==> config.mk <==
export PLATFORM = sky130hd
export DESIGN_NAME = mac_sequencer
export DESIGN_NICKNAME = d
export VERILOG_FILES = /design/src/rtl/mac_sequencer.sv
export SDC_FILE = /design/constraint.sdc
export NUM_CORES = 1
export LEC_CHECK = 0
export ABC_AREA = 1
export CORE_MARGIN = 2
export CORE_UTILIZATION = 47
export DETAILED_ROUTE_END_ITERATION = 8
export MAX_ROUTING_LAYER = met4
export PLACE_DENSITY = 0.86
export SLEW_MARGIN = 20
export SYNTH_ARGS = -nofsm -noshare
export SYNTH_HDL_FRONTEND = slang
export SYNTH_SLANG_ARGS = --single-unit
==> constraint.sdc <==
create_clock -name clk -period 3.3 [get_ports clk]
set_input_delay 0.66 -clock clk [delete_from_list [all_inputs] [get_ports clk]]
set_output_delay 0.66 -clock clk [all_outputs]
set_load 0.02 [all_outputs]
==> src/rtl/mac_sequencer.sv <==
// Sequences operand pairs into an external MAC and collects one result per dot product.
// Define MAC_SEQ_RESULT_BUF_EN for a 2-entry result FIFO; otherwise a single result register.
module mac_sequencer #(
    parameter int unsigned A_WIDTH      = 16,
    parameter int unsigned B_WIDTH      = 16,
    parameter int unsigned OUTPUT_WIDTH = 16,
    parameter int unsigned LEN_WIDTH    = 8
) (
    input  logic                        clk,
    input  logic                        rst_in,
    input  logic                        start,
    input  logic [LEN_WIDTH-1:0]        vec_len,
    input  logic [LEN_WIDTH-1:0]        num_vec,
    output logic                        busy,
    output logic                        done,
    input  logic                        op_valid,
    output logic                        op_ready,
    input  logic signed [A_WIDTH-1:0]   op_a,
    input  logic signed [B_WIDTH-1:0]   op_b,
    output logic                        mac_input_valid,
    output logic                        mac_accumulate_internal,
    output logic [A_WIDTH-1:0]          mac_a,
    output logic [B_WIDTH-1:0]          mac_b,
    input  logic [OUTPUT_WIDTH-1:0]     mac_out,
    output logic                        res_valid,
    input  logic                        res_ready,
    output logic [OUTPUT_WIDTH-1:0]     res_data,
    output logic                        res_last
);

    typedef enum logic [1:0] {StIdle, StRun, StDrain} state_e;

    state_e               state_q, state_d;
    logic [LEN_WIDTH-1:0] k_q, k_d;
    logic [LEN_WIDTH-1:0] n_q, n_d;
    logic [LEN_WIDTH-1:0] elem_cnt_q, elem_cnt_d;
    logic [LEN_WIDTH-1:0] vec_cnt_q, vec_cnt_d;
    logic                 done_q, done_d;

    logic op_fire;
    logic last_elem;
    logic last_vec;
    logic push;
    logic pop;
    logic stall;

    assign last_elem = (elem_cnt_q == k_q - LEN_WIDTH'(1));
    assign last_vec  = (vec_cnt_q == n_q - LEN_WIDTH'(1));

    assign op_ready                = (state_q == StRun) && !stall;
    assign op_fire                 = op_valid && op_ready;
    assign mac_input_valid         = op_fire;
    assign mac_a                   = op_a;
    assign mac_b                   = op_b;
    assign mac_accumulate_internal = (elem_cnt_q != '0);

    assign push = op_fire && last_elem;
    assign pop  = res_valid && res_ready;
    assign busy = (state_q != StIdle);
    assign done = done_q;

`ifdef MAC_SEQ_RESULT_BUF_EN
    logic [OUTPUT_WIDTH-1:0] buf_data_q [2];
    logic [1:0]              buf_last_q;
    logic                    wr_ptr_q;
    logic                    rd_ptr_q;
    logic [1:0]              cnt_q;

    always_ff @(posedge clk) begin
        if (rst_in) begin
            for (int i = 0; i < 2; i++) begin
                buf_data_q[i] <= '0;
            end
            buf_last_q <= '0;
            wr_ptr_q   <= 1'b0;
            rd_ptr_q   <= 1'b0;
            cnt_q      <= '0;
        end else begin
            if (push) begin
                buf_data_q[wr_ptr_q] <= mac_out;
                buf_last_q[wr_ptr_q] <= last_vec;
                wr_ptr_q             <= ~wr_ptr_q;
            end
            if (pop) begin
                rd_ptr_q <= ~rd_ptr_q;
            end
            cnt_q <= cnt_q + 2'(push) - 2'(pop);
        end
    end

    assign res_valid = (cnt_q != '0);
    assign res_data  = buf_data_q[rd_ptr_q];
    assign res_last  = res_valid && buf_last_q[rd_ptr_q];
    // Only the closing element needs a free slot; a same-cycle pop does not count.
    assign stall     = last_elem && (cnt_q == 2'd2);
`else
    logic                    res_valid_q;
    logic [OUTPUT_WIDTH-1:0] res_data_q;
    logic                    res_last_q;

    always_ff @(posedge clk) begin
        if (rst_in) begin
            res_valid_q <= 1'b0;
            res_data_q  <= '0;
            res_last_q  <= 1'b0;
        end else if (push) begin
            res_valid_q <= 1'b1;
            res_data_q  <= mac_out;
            res_last_q  <= last_vec;
        end else if (pop) begin
            res_valid_q <= 1'b0;
            res_last_q  <= 1'b0;
        end
    end

    assign res_valid = res_valid_q;
    assign res_data  = res_data_q;
    assign res_last  = res_valid_q && res_last_q;
    assign stall     = res_valid_q;
`endif

    always_comb begin
        state_d    = state_q;
        k_d        = k_q;
        n_d        = n_q;
        elem_cnt_d = elem_cnt_q;
        vec_cnt_d  = vec_cnt_q;
        done_d     = 1'b0;
        unique case (state_q)
            StIdle: begin
                if (start && (vec_len != '0) && (num_vec != '0)) begin
                    k_d        = vec_len;
                    n_d        = num_vec;
                    elem_cnt_d = '0;
                    vec_cnt_d  = '0;
                    state_d    = StRun;
                end
            end
            StRun: begin
                if (op_fire) begin
                    if (last_elem) begin
                        elem_cnt_d = '0;
                        vec_cnt_d  = vec_cnt_q + LEN_WIDTH'(1);
                        if (last_vec) begin
                            state_d = StDrain;
                        end
                    end else begin
                        elem_cnt_d = elem_cnt_q + LEN_WIDTH'(1);
                    end
                end
            end
            StDrain: begin
                if (pop && res_last) begin
                    state_d = StIdle;
                    done_d  = 1'b1;
                end
            end
            default: state_d = StIdle;
        endcase
    end

    always_ff @(posedge clk) begin
        if (rst_in) begin
            state_q    <= StIdle;
            k_q        <= '0;
            n_q        <= '0;
            elem_cnt_q <= '0;
            vec_cnt_q  <= '0;
            done_q     <= 1'b0;
        end else begin
            state_q    <= state_d;
            k_q        <= k_d;
            n_q        <= n_d;
            elem_cnt_q <= elem_cnt_d;
            vec_cnt_q  <= vec_cnt_d;
            done_q     <= done_d;
        end
    end

endmodule

== Yosys cells after proc, flatten, opt, wreduce, memory -nomap -nowiden ==
Cells that the tools add are included.

* Flip-flop bits (word level): 53
* Input bits: 69

* Add/sub/neg operators: 4
* Equal/unequal tests: 9
* Multiplexer cells: 17
* Bitwise gates (word level): 1
* Reductions and logical operators: 21

{| class="wikitable"
|+ Operators with widths
! operator !! count
|-
| 8-bit two-way mux || 5
|-
| 8-bit case mux with 2 select lines || 2
|-
| 8-bit nonzero test || 3
|-
| 8-bit by 1-bit adder with 8-bit output, second input constant || 2
|-
| 8-bit equality test || 2
|-
| 8-bit by 1-bit subtractor with 8-bit output, second input constant || 2
|-
| 2-bit two-way mux || 5
|-
| 2-bit != test, second input constant || 5
|-
| 1-bit logical AND || 8
|-
| 2-bit case mux with 3 select lines || 1
|-
| 2-bit nonzero test || 3
|-
| 5-bit AND reduction || 1
|-
| 1-bit two-way mux || 4
|-
| 4-bit AND reduction || 1
|-
| 3-bit AND reduction || 1
|-
| 2-bit by 1-bit equality test with 1-bit output, second input constant || 1
|-
| 2-bit equality test, second input constant || 1
|-
| 2-bit logical NOT || 1
|-
| 2-bit AND reduction || 1
|-
| 2-bit OR reduction || 1
|-
| 1-bit logical NOT || 1
|-
| 1-bit inverter || 1
|}

== Longest topological paths before layout ==
* Word-level depth: 6
* Depth in mapped cells: 14
* Depth with buffers taken out: 14

== Worst setup path before layout ==
Ideal clock, no wire load.

* Kind: input to register
* From: input port num_vec[7]
* To: register elem_cnt_q[3]
* Setup time: 0.116 ns
* Arrival: 1.741 ns
* Required time: 3.184 ns
* Setup slack: 1.443 ns
* Stages: 8
* Cell sequence: nor4_1 -> nand2_1 -> nand3_1 -> nand2_1 -> buf_2 -> nand2_1 -> xor2_1 -> nor2_1

* Cells in the longest elaborated chain, start to end: 4

{| class="wikitable"
|+ Ends and longest elaborated chain
! what !! line !! text
|-
| start: declaration || 13 || <nowiki>input logic [LEN_WIDTH-1:0] num_vec,</nowiki>
|-
| 8-bit nonzero test || 131 || <nowiki>if (start && (vec_len != '0) && (num_vec != '0)) begin</nowiki>
|-
| 1-bit logical AND || 131 ||
|-
| 2-bit != test (no line) || n/a ||
|-
| 3-bit AND reduction (no line) || n/a ||
|-
| end signal: assignment || 174 || <nowiki>elem_cnt_q <= elem_cnt_d;</nowiki>
|-
| end: declaration || 36 || <nowiki>logic [LEN_WIDTH-1:0] elem_cnt_q, elem_cnt_d;</nowiki>
|}

Every way passes these cells.
A chain may end at the register's enable or synchronous reset.

== Final worst setup path ==
* From: input port op_valid
* To: output port mac_input_valid

* Cells in the longest elaborated chain, start to end: 1

{| class="wikitable"
|+ Ends and longest elaborated chain
! what !! line !! text
|-
| start: declaration || 16 || <nowiki>input logic op_valid,</nowiki>
|-
| 1-bit logical AND || 51 || <nowiki>assign op_fire = op_valid && op_ready;</nowiki>
|-
| end: declaration || 20 || <nowiki>output logic mac_input_valid,</nowiki>
|}

Every way passes these cells.

==> out/qor.csv <==
metric,value,unit
run status,completed,
Worst path most repeated cell,clkdlybuf4s50_1,
Yosys reg bits,53,
GP Congestion,0.892,
Worst R2R Setup Slack,1.06,ns
number of global-route vias before repair,2415,
minimum clock period,2.72,ns
clk sink count,53,
die area,7240,um^2
CP cell instances,clkdlybuf4s50_1 > nand2_1 > inv_1 > clkdlybuf4s50_1,
Worst Reg2Reg Path Length in Cells,11,
LEAKAGE,1.40,nW
initial antenna violation count,0,
Worst Setup Start Kind,input port,
Slew Limit Fails,0,
WP data required,2.64,ns
RSZ-0062 raised after global routing,no,
Final period util,82.5,%
largest net degree at the start of global routing,36,
Power Density,605,nW/um^2
critical path capture point type,output pin,
total global-route track usage,18.4,%
CTS tree,done,
Reg-to-Reg Start,k_q[0],
DR vias,2712,
Slowest cell on crit path,clkdlybuf4s50_1,
achievable clock frequency,367,MHz
Vias/cell,5.09,
grt total ovfl,0,
Fin Setup TNS,0,ns
R2R Path End,res_last_q,
Site Rows,29,
worst hold start,n_q[7],
H-Tree Depth,2,
Worst Clk Skew,0.00671,ns
nets,529,
PortBufs,59,
hold path cells,2,
area share of the leading cell type in the synthesized netlist,34.3,%
root buf cell,clkbuf_8,
Mapped Cells,433,
Crit Path Max Fanout,3,
Synth Net Count,507,
Worst-Margin Slew,0.518,ns
Post-route DRC,0,
Hold EP,n_q[7],
WP data arrival,2.06,ns
VDD IR-drop max,328,uV
post-route ant nets,0,
met2 routed WL,2.87,mm
final setup vio count,0,
Worst-path clk slew,0.09,ns
"Seq/Total Area, Yosys",34.3,%
Detailed Routing Iterations Pass 1,4,
Die H,85.1,um
Ys Warns,0,
hold buffer count at CTS,0,
first-pass GRT wire length,10.6,mm
top-level port count,124,
1st-iter DRT viols,131,
initial core utilization,48.7,%
final wirelength,6.39,mm
synth unique cells,32,
sum of routed wire segments on met1,2.85,mm
Layout area overhead,15.4,%
worst hold-check path type,reg -> reg,
fillers,575,
share of cells above drive strength 1,6.36,%
DR WL met3,511,um
DR top layer,met4,
Clock Path Buffers,2,
core footprint,6350,um^2
max cap viols,0,
Yosys top cell by area,dfxtp_1,
Die X,85.1,um
Routed wire per std cell,12.0,um
Post-CTS Setup Bufs,0,
CTS resizes,0,
crit path kind,in -> out,
number of CTS-inserted buffers,5,
clk_lat worst skew,0.30,ns
Mean Syn Cell Area,7.13,um^2
DP HPWL,4.93,mm
Slew HR,65.5,%
worst hold slack,0.477,ns
Syn Std Cell Area,3090,um^2
final hold violation count,0,
Area contributors post-synth,"dfxtp_1 (34%), buf_4 (7.8%), nand2_1 (7.8%)",
"Largest stage delay, worst path",0.65,ns
# diodes,0,
[per-stage QoR]
step / utilization, % / cells / power [mW] / cell area (um^2) / worst slack [ns]
6_report: 56.1 / 533 / 2.16 / 3560 / 0.578
5_1_grt: 56.1 / 533 / 2.34 / 3560 / 0.501
4_1_cts: 56.1 / 533 / 2.17 / 3560 / 0.570
3_5_place_dp: 54.8 / 525 / 1.81 / 3480 / 0.586
3_3_place_gp: 54.8 / 525 / 1.76 / 3480 / 0.589
2_1_floorplan: - / 433 / 1.58 / 3090 / 1.44
[cell families (layout without fill, tap and decap cells)]
group           count (synthesis)  after routing  share of synthesized area, %
compound gates                 84             84                          16.5
xor+xnor                       20             20                          5.67
fa+ha+maj                       5              5                          2.03
buf+inv                       109            132                          17.7
flops                          53             53                          34.3
simple gates                  162            162                          23.7
[how the worst max path moves through the flow]
stage                     cells past startpoint  slack, ns       start              end
final                                         4       0.58    op_valid  mac_input_valid
after global routing                          6       0.50  state_q[1]  mac_input_valid
after CTS                                     4       0.57    op_valid  mac_input_valid
after detailed placement                      4       0.59    op_valid  mac_input_valid
after global placement                        4       0.59    op_valid  mac_input_valid
after floorplan                               8       1.44  num_vec[7]    elem_cnt_q[3]
[power breakdown]
group / leakage (nW) / switching, mW / internal, mW
clock: 0.0385 / 0.206 / 0.151
sequential: 0.431 / 0.0695 / 0.728
combinational: 0.929 / 0.640 / 0.363
[critical path, delay by kind of cell]
kind          cells  cell delay [ns]
simple gates      1             0.10
buf+inv           3             1.29
[layer usage]
layer / vias to the layer above / track usage, %
li1: 1397 / -
met1: 1177 / 22.1
met2: 114 / 29.3
met3: 24 / 4.57
met4: 0 / 8.23
met5: - / -
[flip-flops by register name (all words and copies together), names as in the netlist]
| register | count |
|---|---|
| k_q | 8 |
| state_q | 2 |
| n_q | 8 |
| vec_cnt_q | 8 |
| res_data | 16 |
| elem_cnt_q | 8 |
| done | 1 |
| res_last_q | 1 |
| res_valid | 1 |
[cell usage in the layout, fill, tap and decap left out, drive strengths merged]
| cell | count |
|---|---|
| clkinvlp | 1 |
| inv | 63 |
| nand4 | 7 |
| a21oi | 45 |
| nor2 | 44 |
| nand2 | 68 |
| nor4 | 4 |
| a21boi | 1 |
| nand3 | 25 |
| clkbuf | 7 |
| and3 | 1 |
| buf | 2 |
| xnor2 | 8 |
| and2 | 1 |
| xor2 | 12 |
| dfxtp | 53 |
| nor3b | 1 |
| o21a | 16 |
| o21ai | 21 |
| a211oi | 1 |
| nor3 | 9 |
| or2 | 2 |
| ha | 5 |
| clkdlybuf4s50 | 59 |
[synth_stat cells, drive strengths merged]
cell type / n
nor4: 4
buf: 37
a211oi: 1
ha: 5
o21a: 16
nor3: 9
nor3b: 1
o21ai: 21
inv: 63
and3: 1
and2: 1
or2: 2
nand2: 68
a21oi: 45
nand3: 25
clkbuf: 9
a21boi: 1
xor2: 12
xnor2: 8
nor2: 44
dfxtp: 53
nand4: 7
[layout make-up]
class | instances | area (um^2) | area share [%]
flip-flops and latches | 53 | 1060 | 29.8
well taps | 77 | 96.3 | 2.70
clock buffers | 7 | 76.3 | 2.14
clock inverters | 1 | 7.51 | 0.211
multi-input cells | 271 | 1480 | 41.5
repair buffers | 61 | 606 | 17.0
inverters | 63 | 236 | 6.64
No activity file was read; power rests on OpenSTA's default activity.
